### src/rtl/dmem_pkg.sv
// Shared types and constants for the data-memory responder.
package dmem_pkg;

   localparam logic [2:0] F3_B  = 3'b000;
   localparam logic [2:0] F3_H  = 3'b001;
   localparam logic [2:0] F3_W  = 3'b010;
   localparam logic [2:0] F3_BU = 3'b100;
   localparam logic [2:0] F3_HU = 3'b101;

   localparam int CNT_W = 4;

   typedef enum logic [1:0] {
      ST_IDLE = 2'd0,
      ST_WAIT = 2'd1,
      ST_RESP = 2'd2
   } state_t;

endpackage

### src/rtl/dmem_responder_if.sv
// Request/response bundle between the core memory stage (master) and the responder (slave).
interface dmem_responder_if;
   logic        req_valid;
   logic        req_ready;
   logic        req_we;
   logic [31:0] req_addr;
   logic [31:0] req_wdata;
   logic [2:0]  req_funct3;
   logic        rsp_valid;
   logic [31:0] rsp_rdata;
   logic        rsp_err;

   modport master (
      output req_valid, req_we, req_addr, req_wdata, req_funct3,
      input  req_ready, rsp_valid, rsp_rdata, rsp_err
   );

   modport slave (
      input  req_valid, req_we, req_addr, req_wdata, req_funct3,
      output req_ready, rsp_valid, rsp_rdata, rsp_err
   );
endinterface

### src/rtl/dmem_lane_align.sv
// RV32I lane steering: byte enables, shifted store data, extended load data, error flag.
// Purely combinational; an erroring or load access never produces byte enables.
module dmem_lane_align
   import dmem_pkg::*;
(
   input  logic [1:0]  addr_lo,
   input  logic [2:0]  funct3,
   input  logic        we,
   input  logic [31:0] wdata,
   input  logic [31:0] rword,
   output logic [3:0]  be,
   output logic [31:0] wdata_sh,
   output logic [31:0] ldata,
   output logic        err
);
   logic [31:0] rsh;
   logic [3:0]  be_raw;
   logic [31:0] ld_raw;

   assign rsh      = rword >> {addr_lo, 3'b000};
   assign wdata_sh = wdata << {addr_lo, 3'b000};

   always_comb begin
      be_raw = 4'b0000;
      ld_raw = 32'h0;
      err    = 1'b0;
      case (funct3)
         F3_B: begin
            be_raw = 4'b0001 << addr_lo;
            ld_raw = {{24{rsh[7]}}, rsh[7:0]};
         end
         F3_BU: begin
            err    = we;
            ld_raw = {24'h0, rsh[7:0]};
         end
         F3_H: begin
            err    = addr_lo[0];
            be_raw = 4'b0011 << {addr_lo[1], 1'b0};
            ld_raw = {{16{rsh[15]}}, rsh[15:0]};
         end
         F3_HU: begin
            err    = addr_lo[0] | we;
            ld_raw = {16'h0, rsh[15:0]};
         end
         F3_W: begin
            err    = (addr_lo != 2'b00);
            be_raw = 4'b1111;
            ld_raw = rword;
         end
         default: err = 1'b1;
      endcase
   end

   assign be    = (err || !we) ? 4'b0000 : be_raw;
   assign ldata = err ? 32'h0 : ld_raw;
endmodule

### src/rtl/dmem_responder.sv
// Data-memory responder: valid/ready request, WAIT_CYCLES wait states, one-cycle response pulse.
// Response arrives WAIT_CYCLES+1 cycles after accept; no response backpressure.
// DMEM_BACK2BACK_EN: also accept a new request during RESP.
module dmem_responder
   import dmem_pkg::*;
#(
   parameter int DEPTH_WORDS = 64,
   parameter int WAIT_CYCLES = 2
) (
   input logic clk,
   input logic reset,
   dmem_responder_if.slave bus
);
   localparam int AW = $clog2(DEPTH_WORDS);
   localparam bit ZERO_WAIT = (WAIT_CYCLES == 0);
   localparam logic [CNT_W-1:0] CNT_INIT = ZERO_WAIT ? '0 : CNT_W'(WAIT_CYCLES - 1);
`ifdef DMEM_BACK2BACK_EN
   localparam bit B2B = 1'b1;
`else
   localparam bit B2B = 1'b0;
`endif

   state_t            state, state_nxt;
   logic [CNT_W-1:0]  cnt;
   logic [AW+1:0]     addr_q;
   logic              we_q;
   logic [31:0]       wdata_q;
   logic [2:0]        f3_q;
   logic [31:0]       mem [0:DEPTH_WORDS-1];

   logic              accept, go_resp;
   logic [AW+1:0]     op_addr;
   logic              op_we;
   logic [31:0]       op_wdata;
   logic [2:0]        op_f3;
   logic [AW-1:0]     op_idx;
   logic [31:0]       rword, wdata_sh, ldata;
   logic [3:0]        be;
   logic              err;
   logic              unused_addr;

   assign unused_addr   = ^bus.req_addr[31:AW+2];
   assign bus.req_ready = (state == ST_IDLE) || (B2B && state == ST_RESP);
   assign bus.rsp_valid = (state == ST_RESP);
   assign accept        = bus.req_valid && bus.req_ready;

   always_ff @(posedge clk or posedge reset) begin
      if (reset) state <= ST_IDLE;
      else       state <= state_nxt;
   end

   always_comb begin
      state_nxt = state;
      case (state)
         ST_IDLE: if (accept) state_nxt = ZERO_WAIT ? ST_RESP : ST_WAIT;
         ST_WAIT: if (cnt == '0) state_nxt = ST_RESP;
         ST_RESP: state_nxt = accept ? (ZERO_WAIT ? ST_RESP : ST_WAIT) : ST_IDLE;
         default: state_nxt = ST_IDLE;
      endcase
   end

   // With no wait states the access completes on the accept edge, so it uses the live request.
   assign go_resp  = !reset && (state_nxt == ST_RESP);
   assign op_addr  = ZERO_WAIT ? bus.req_addr[AW+1:0] : addr_q;
   assign op_we    = ZERO_WAIT ? bus.req_we           : we_q;
   assign op_wdata = ZERO_WAIT ? bus.req_wdata        : wdata_q;
   assign op_f3    = ZERO_WAIT ? bus.req_funct3       : f3_q;
   assign op_idx   = op_addr[AW+1:2];
   assign rword    = mem[op_idx];

   dmem_lane_align u_align (
      .addr_lo  (op_addr[1:0]),
      .funct3   (op_f3),
      .we       (op_we),
      .wdata    (op_wdata),
      .rword    (rword),
      .be       (be),
      .wdata_sh (wdata_sh),
      .ldata    (ldata),
      .err      (err)
   );

   always_ff @(posedge clk or posedge reset) begin
      if (reset) begin
         cnt           <= '0;
         addr_q        <= '0;
         we_q          <= 1'b0;
         wdata_q       <= 32'h0;
         f3_q          <= 3'b000;
         bus.rsp_rdata <= 32'h0;
         bus.rsp_err   <= 1'b0;
      end else begin
         if (accept) begin
            cnt     <= CNT_INIT;
            addr_q  <= bus.req_addr[AW+1:0];
            we_q    <= bus.req_we;
            wdata_q <= bus.req_wdata;
            f3_q    <= bus.req_funct3;
         end else if (state == ST_WAIT && cnt != '0) begin
            cnt <= cnt - 1'b1;
         end
         if (go_resp) begin
            bus.rsp_rdata <= op_we ? 32'h0 : ldata;
            bus.rsp_err   <= err;
         end
      end
   end

   always_ff @(posedge clk) begin
      if (go_resp) begin
         for (int i = 0; i < 4; i++) begin
            if (be[i]) mem[op_idx][8*i +: 8] <= wdata_sh[8*i +: 8];
         end
      end
   end
endmodule

### src/flat_wrapper.sv
// flat-port wrapper written by rule: the top's interface ports become plain ports
module dmem_responder_flat import dmem_pkg::*;
#(
   parameter int DEPTH_WORDS = 64,
   parameter int WAIT_CYCLES = 2
)
  (clk, reset, bus_req_valid, bus_req_we, bus_req_addr, bus_req_wdata, bus_req_funct3, bus_req_ready, bus_rsp_valid, bus_rsp_rdata, bus_rsp_err);
  dmem_responder_if bus_i ();
  input logic clk;
  input logic reset;
  input wire logic [$bits(bus_i.req_valid)-1:0] bus_req_valid;
  input wire logic [$bits(bus_i.req_we)-1:0] bus_req_we;
  input wire logic [$bits(bus_i.req_addr)-1:0] bus_req_addr;
  input wire logic [$bits(bus_i.req_wdata)-1:0] bus_req_wdata;
  input wire logic [$bits(bus_i.req_funct3)-1:0] bus_req_funct3;
  output wire logic [$bits(bus_i.req_ready)-1:0] bus_req_ready;
  output wire logic [$bits(bus_i.rsp_valid)-1:0] bus_rsp_valid;
  output wire logic [$bits(bus_i.rsp_rdata)-1:0] bus_rsp_rdata;
  output wire logic [$bits(bus_i.rsp_err)-1:0] bus_rsp_err;
  assign bus_i.req_valid = bus_req_valid;
  assign bus_i.req_we = bus_req_we;
  assign bus_i.req_addr = bus_req_addr;
  assign bus_i.req_wdata = bus_req_wdata;
  assign bus_i.req_funct3 = bus_req_funct3;
  assign bus_req_ready = bus_i.req_ready;
  assign bus_rsp_valid = bus_i.rsp_valid;
  assign bus_rsp_rdata = bus_i.rsp_rdata;
  assign bus_rsp_err = bus_i.rsp_err;
  dmem_responder #(.DEPTH_WORDS(DEPTH_WORDS), .WAIT_CYCLES(WAIT_CYCLES)) u_core (.clk(clk), .reset(reset), .bus(bus_i));
endmodule
### config.mk
export PLATFORM = sky130hd
export DESIGN_NAME = dmem_responder_flat
export DESIGN_NICKNAME = d
export VERILOG_FILES = /design/src/rtl/dmem_pkg.sv /design/src/rtl/dmem_responder_if.sv /design/src/rtl/dmem_lane_align.sv /design/src/rtl/dmem_responder.sv /design/src/flat_wrapper.sv
export SDC_FILE = /design/constraint.sdc
export NUM_CORES = 2
export LEC_CHECK = 0
export ABC_AREA = 0
export ABC_CLOCK_PERIOD_IN_PS = 4900
export BUFFER_PORTS_ARGS = -buffer_cell sky130_fd_sc_hd__buf_2
export CAP_MARGIN = 40
export CELL_PAD_IN_SITES_DETAIL_PLACEMENT = 0
export CELL_PAD_IN_SITES_GLOBAL_PLACEMENT = 1
export CORE_MARGIN = 8
export CORE_UTILIZATION = 25
export CTS_CLUSTER_SIZE = 8
export DETAILED_ROUTE_END_ITERATION = 10
export MAX_ROUTING_LAYER = met4
export PLACE_DENSITY_LB_ADDON = 0.1
export RECOVER_POWER = 25
export SYNTH_ARGS = -nofsm -noshare
export SYNTH_HDL_FRONTEND = slang
export SYNTH_HIERARCHICAL = 1
export SYNTH_SLANG_ARGS = --single-unit
### constraint.sdc
create_clock -name clk -period 4.9 [get_ports clk]
set_input_delay 0.245 -clock clk [delete_from_list [all_inputs] [get_ports clk]]
set_output_delay 0.245 -clock clk [all_outputs]
set_load 0.03 [all_outputs]
# Word-level counts from Yosys, hierarchy flattened
# Memories as Yosys holds them, arrays and structs flattened.
# Cells that the tools add are included.
[op_classes]
bitwise = 1
add_sub_neg = 1
n_shift = 4
n_reduce_logical = 12
n_mux = 24
eq_ne = 7
[ops]
columns = ["cell", "count"]
rows = [
  ["$pmux 32 s5", 1],
  ["$mux 32", 2],
  ["$shl 32x5->32", 1],
  ["$shr 32x5->16", 1],
  ["$mux 1", 13],
  ["$mux 4", 3],
  ["$pmux 4 s3", 1],
  ["$eq 3x3->1 const B", 2],
  ["$pmux 2 s3", 1],
  ["$pmux 1 s5", 1],
  ["$eq 2x2->1 const B", 2],
  ["$logic_not 4->1", 1],
  ["$mux 2", 2],
  ["$reduce_bool 2->1", 2],
  ["$reduce_bool 4->1", 1],
  ["$shl 1x2->4 const A", 1],
  ["$shl 2x2->4 const A", 1],
  ["$sub 4x1->4 const B", 1],
  ["$eq 3x1->1 const B", 1],
  ["$eq 3x2->1 const B", 1],
  ["$logic_and 1x1->1", 3],
  ["$logic_not 3->1", 1],
  ["$eq 2x1->1 const B", 1],
  ["$logic_not 1->1", 2],
  ["other kinds (3)", 3],
]
[totals]
ff_bits = 83
output_inout_bits = 35
ram_bits = 2048
inputBits = 71
memories = 1
elab_cells = 58
[mem_list]
columns = ["name", "words", "width", "read_ports", "rd_ports_with_merged_regs", "wr", "line", "rtl"]
rows = [
  ["u_core.mem", 64, 32, 1, 0, 1, "dmem_responder.sv:29", "logic [31:0] mem [0:DEPTH_WORDS-1];"],
]

# Longest topological paths before layout
[logic_depth]
ltp_word = 8
depth_mapped = 17

# Cells and area by module
# Netlist, hierarchy kept.
[modules_own_cells]
columns = ["module", "seq_area_each_um2", "area_each_um2", "cells_per_inst", "n_inst"]
rows = [
  ["dmem_responder", 63576.0, 80981.4, 4374, 1],
  ["dmem_lane_align", 0.0, 1326.3, 194, 1],
]

# Least setup slack after synthesis
# OpenSTA, ideal clock, no wires.
[synth_timing]
path_type = "flip-flop to flip-flop"
start = "register u_core.addr_q[0]"
end = "memory u_core.mem[0][23] (data pin)"
t_required_ns = 4.198
slack_ns = 0.662
stages_incl_launch_ff = 5
arrival_time_ns = 3.536
path_cell_list = "dfrtp_1 > buf_2 > buf_1 > mux2i_1 > o21ai_0"
[synth_via]
elab_chain_cells = 1
[synth_rtl]
columns = ["item", "line", "rtl"]
rows = [
  ["start: declaration", "dmem_responder.sv:25", "logic [AW+1:0] addr_q;"],
  ["start signal: assignment", "dmem_responder.sv:95", "addr_q <= bus.req_addr[AW+1:0];"],
  ["$shl 32x5->32", "dmem_lane_align.sv:21", "assign wdata_sh = wdata << {addr_lo, 3'b000};"],
  ["via u_core.wdata_sh[23]", "dmem_responder.sv:37", "logic [31:0] rword, wdata_sh, ldata;"],
  ["end: declaration", "dmem_responder.sv:29", ""],
]
# The timed path passes the listed nets, and every way through them passes these cells.

# Final worst setup path
[layout_timing]
start = "register u_core.addr_q[2]"
end = "register u_core.bus.rsp_rdata[31]"
[layout_via]
elab_chain_cells = 5
[layout_rtl]
columns = ["item", "line", "rtl"]
rows = [
  ["$mem_v2 64x32", "-", ""],
  ["via u_core.rword[23]", "dmem_responder.sv:37", ""],
  ["$shr 32x5->16", "dmem_lane_align.sv:20", "assign rsh = rword >> {addr_lo, 3'b000};"],
  ["$pmux 32 s5", "dmem_lane_align.sv:27", "case (funct3)"],
  ["$mux 32", "dmem_lane_align.sv:55", "assign ldata = err ? 32'h0 : ld_raw;"],
  ["via u_core.ldata[31]", "dmem_responder.sv:37", ""],
  ["$mux 32", "dmem_responder.sv:103", "bus.rsp_rdata <= op_we ? 32'h0 : ldata;"],
  ["end signal: assignment", "dmem_responder.sv:103", ""],
  ["end: declaration", "dmem_responder_if.sv:20", "output req_ready, rsp_valid, rsp_rdata, rsp_err"],
]
# The timed path passes the listed nets, and every way through them passes these cells.
# A chain may end at the register's enable or synchronous reset.

==> Implementation_results.wiki <==
{| class="wikitable"
! Metric !! Value
|-
| Status || complete, but fails checks
|-
| Violations in the final reports || capacitance limit, slew limit
|-
| Leading area contributor after synthesis || sky130_fd_sc_hd__edfxtp_1
|-
| Worst Setup Slack post-DPL || 0.0930 ns
|-
| Met3 wire length || 14200 um
|-
| Sequential share of power || 37.8%
|-
| Nature of the critical path startpoint || flip-flop
|-
| Tightest slew margin relative to the limit || -98.1%
|-
| Maximum clock frequency || 208 MHz
|-
| Logic pwr share || 33.0%
|-
| Post-Synthesis Cells || 4568
|-
| Net Switching || 23.4 mW
|-
| Total Power Consumption || 65.1 mW
|-
| Unrepaired setup endpoints after global routing || no
|-
| Clock latency on the worst-skew pair || 0.91 ns
|-
| Number of buffers on the longest clock path || 4
|-
| Buffers and inverters on the worst path || 3
|-
| Final GP Congestion || 0.776
|-
| Global-route wire length before repair || 410000 um
|-
| Total DRC errors in the routed layout || 0
|-
| DRT iter0 DRCs || 4220
|-
| Cts bufs inserted || 305
|-
| Clock-pin slew reported for the worst setup and hold paths after clock tree synthesis || 0.06 ns
|-
| Antenna violations before repair || 35
|-
| Tightest Hold Check Type || input port to flip-flop
|-
| CP Data Arrival Time || 5.58 ns
|-
| Die ar. || 348000 um2
|-
| Count of final setup violators || 0
|-
| Area share of the largest cell type after synthesis || 74.7%
|-
| Endpoint type of the worst setup path || flip-flop
|-
| Layout Skew || 0.0411 ns
|-
| Prevailing post-synth register cell || sky130_fd_sc_hd__edfxtp_1
|-
| Remaining antenna violation count || 0
|-
| Design internal power || 41.8 mW
|-
| Routed wire length on met2 || 139000 um
|-
| Post-CTS setup-driven buffer insertion count || 0
|-
| Stage delay of the slowest cell on the critical path || 0.85 ns
|-
| Number of synthesis warnings || 6
|-
| Clk root buf || sky130_fd_sc_hd__clkbuf_16
|-
| Final global-route overflow total || 0
|-
| Total negative setup slack || 0 ns
|-
| Number of enable-type register cells in the synthesized netlist || 2048
|-
| Sequential element share of the synthesized area || 77.2%
|-
| Overall via count from detail_route || 46400
|-
| Number of hold violations in the final report || 0
|-
| Mapped Area || 82300 um2
|-
| Slew @ Worst Pin || 2.97 ns
|-
| Placeable core region || 327000 um2
|-
| Count of pins on the block boundary || 106
|-
| TritonCTS clock tree || yes
|-
| Cell type group with the largest total delay on the critical path || compound AO/OA/AOI/OAI gates
|-
| Worst IR Drop VDD || 346 uV
|-
| Average wire per standard cell || 31.1 um
|-
| Crit path time final || 4.80 ns
|-
| Fraction of final layout cells sized beyond drive strength 1 || 23.6%
|-
| All-layer global routing usage || 17.3%
|-
| Final net count || 5298
|-
| Layout area overhead || 22.1%
|-
| Library cell contributing the largest single delay on the critical path || sky130_fd_sc_hd__dfrtp_4
|-
| Cell types with the largest area share after synthesis || sky130_fd_sc_hd__edfxtp_1 (75%), sky130_fd_sc_hd__mux4_2 (6.9%), sky130_fd_sc_hd__a22oi_1 (2.9%)
|-
| Cell count after placement || 9219
|-
| Kind of critical path || flip-flop to flip-flop
|-
| Met1 Wirelength || 138000 um
|-
| Quantity of I/O buffers inserted on ports || 81
|-
| Static leakage || 32.5 nW
|-
| Uppermost layer routed || met4
|-
| Per-instance average area after synthesis || 18.0 um2
|-
| Via count of the first global-routing pass || 47500
|-
| Most used standard cell by instance count after synthesis || sky130_fd_sc_hd__edfxtp_1
|-
| Horiz. Die Dim || 590 um
|-
| Synth Register Bits || 2131
|-
| Routed vias/inst || 4.81
|-
| Proportion of synthesized flip-flops having asynchronous set or reset || 3.89%
|-
| Largest net degree at the start of global routing || 82
|-
| Data required time of the worst path || 5.68 ns
|-
| Clock group share of total power || 29.3%
|-
| Net count of the mapped netlist || 4640
|-
| Crit path setup slack, layout || 0.100 ns
|-
| Post-detailed-routing wire length || 300000 um
|-
| Slew Limit Fails || 616
|-
| Finished Layout Cells || 9660
|-
| Max H-tree Level || 5
|-
| Cell chain of the critical path || nor2_4 -> buf_16 -> buf_4 -> a221oi_1 -> o21ai_0 -> a211oi_1 -> nand4_1 -> buf_4 -> mux4_2 -> nand3_4 -> o21ai_4 -> a21o_1 -> nand3b_1 -> nand2_1
|-
| End-of-flow core utilization || 30.7%
|-
| Die outline height || 590 um
|-
| CP dominant cell by count || sky130_fd_sc_hd__buf_4
|-
| Unique cell type count in the Yosys netlist || 61
|-
| Most frequent cells after synthesis || sky130_fd_sc_hd__edfxtp_1 (2048), sky130_fd_sc_hd__nor2_1 (348), sky130_fd_sc_hd__nand2_1 (341)
|-
| HPWL after detailed placement || 203000 um
|-
| TritonCTS Sinks || 2131
|-
| Share of the clock period used by the worst path || 98.0%
|-
| Number of core rows || 210
|-
| Share of total power consumed by net switching || 35.9%
|-
| Initial standard-cell utilization of the core || 25.1%
|-
| Critical path peak fanout || 32
|-
| Pre-antenna DRT Iters || 6
|-
| Reported max-cap violation count || 18
|-
| Power density relative to cell area || 648 nW/um2
|}
-- registers in the layout, summed over array words and instances (netlist names) --
register              flops
u_core/state              2
u_core/bus.rsp_rdata     32
u_core/addr_q             8
u_core/cnt                4
u_core/op_wdata          32
u_core/mem             2048
u_core/bus.rsp_err        1
u_core/op_we              1
u_core/f3_q               3
-- per-stage QoR --
| step | hold WS (ns) | area, um2 |
|---|---|---|
| 3_5_place_dp | 0.448 | 92100 |
| 2_1_floorplan | 0.350 | 82300 |
| 5_1_grt | 0.0667 | 100000 |
| 4_1_cts | 0.00214 | 101000 |
| 3_3_place_gp | 0.442 | 91100 |
| 6_report | 0.0800 | 100000 |
-- cells by family after synthesis --
family,after synthesis,synth area share [%]
AND/OR/NAND/NOR,893,4.80
flip-flops,2131,77.2
multiplexers,413,8.87
buffers and inverters,322,1.69
adder cells (fa/ha/maj),1,0.0152
XOR/XNOR,4,0.0426
AO/OA/AOI/OAI,804,7.35
-- repair_timing --
action,4_1_cts,5_1_grt
gates resized for setup,0,0
hold endpoints to repair,112,0
hold buffers,46,0
-- power by group through the flow --
| stage | combinational [mW] | sequential, mW | clock, mW |
|---|---|---|---|
| 2_1_floorplan | 10.4 | 25.0 | 0 |
| 3_3_place_gp | 22.0 | 24.9 | 0 |
| 3_5_place_dp | 22.4 | 24.8 | 0 |
| 4_1_cts | 22.5 | 24.5 | 19.7 |
| 5_1_grt | 22.9 | 24.6 | 20.3 |
| 6_report | 21.5 | 24.6 | 19.1 |
-- worst paths after layout --
| check | slack (ns) | cells past startpoint | from | to |
|---|---|---|---|---|
| worst max-delay path | 0.10 | 14 | u_core/addr_q[2] | u_core/bus.rsp_rdata[31] |
| worst min-delay path | 0.08 | 4 | bus_req_we | u_core/op_we |
| worst max register to register | 0.10 | 14 | u_core/addr_q[2] | u_core/bus.rsp_rdata[31] |
| worst min register to register | 0.46 | 2 | u_core/bus.rsp_rdata[29] | u_core/bus.rsp_rdata[29] |
| max in group asynchronous | 1.06 | 4 | reset | u_core/addr_q[0] |
| min in group asynchronous | 0.65 | 3 | reset | u_core/op_wdata[0] |
-- cell type report --
type	count	area [um2]
Fill cell	32200	227000
Sequential cell	2131	63600
Multi-Input combinational cell	2115	17600
Clock buffer	364	8110
Timing Repair Buffer	663	5490
Tap cell	4346	5440
Clock inverter	16	164
Inverter	10	41.3
Antenna cell	15	37.5
-- worst reg2reg max path, stage by stage (launching register included) --
cell and delay [ns]:
sky130_fd_sc_hd__dfrtp_4 0.85, sky130_fd_sc_hd__nor2_4 0.30, sky130_fd_sc_hd__buf_16 0.25, sky130_fd_sc_hd__buf_4 0.32, sky130_fd_sc_hd__a221oi_1 0.37, sky130_fd_sc_hd__o21ai_0 0.27
sky130_fd_sc_hd__a211oi_1 0.32, sky130_fd_sc_hd__nand4_1 0.49, sky130_fd_sc_hd__buf_4 0.37, sky130_fd_sc_hd__mux4_2 0.50, sky130_fd_sc_hd__nand3_4 0.13, sky130_fd_sc_hd__o21ai_4 0.15
sky130_fd_sc_hd__a21o_1 0.20, sky130_fd_sc_hd__nand3b_1 0.10, sky130_fd_sc_hd__nand2_1 0.07
-- metal layers --
metal,GRT usage (%),up-vias
met4,4.56,0
met1,23.8,24900
met2,26.9,1287
met3,2.45,383
li1,-,19800
met5,-,-
-- cell usage in the layout (no fill, tap or decap), types with 25 or more instances in the layout --
cell,Yosys,routed
sky130_fd_sc_hd__a21oi_1,76,70
sky130_fd_sc_hd__dlygate4sd3_1,0,46
sky130_fd_sc_hd__clkbuf_16,0,317
sky130_fd_sc_hd__nand4_1,64,64
sky130_fd_sc_hd__a222oi_1,27,27
sky130_fd_sc_hd__buf_8,0,25
sky130_fd_sc_hd__nand3b_1,36,36
sky130_fd_sc_hd__buf_2,101,45
sky130_fd_sc_hd__edfxtp_1,2048,2048
sky130_fd_sc_hd__o31ai_1,27,27
sky130_fd_sc_hd__buf_4,6,443
sky130_fd_sc_hd__a221oi_1,113,113
sky130_fd_sc_hd__o22ai_1,35,35
sky130_fd_sc_hd__o21ai_0,52,46
sky130_fd_sc_hd__a22o_1,44,44
sky130_fd_sc_hd__clkbuf_1,176,101
sky130_fd_sc_hd__a31o_2,27,27
sky130_fd_sc_hd__buf_12,0,27
sky130_fd_sc_hd__mux2i_1,151,151
sky130_fd_sc_hd__dfrtp_1,83,79
sky130_fd_sc_hd__and3_1,29,28
sky130_fd_sc_hd__a22oi_1,317,317
sky130_fd_sc_hd__nor2_1,348,341
sky130_fd_sc_hd__o22a_1,29,29
sky130_fd_sc_hd__nand2_1,341,337
sky130_fd_sc_hd__mux4_2,252,252
Note: power is estimated with default switching activity, not from simulation.
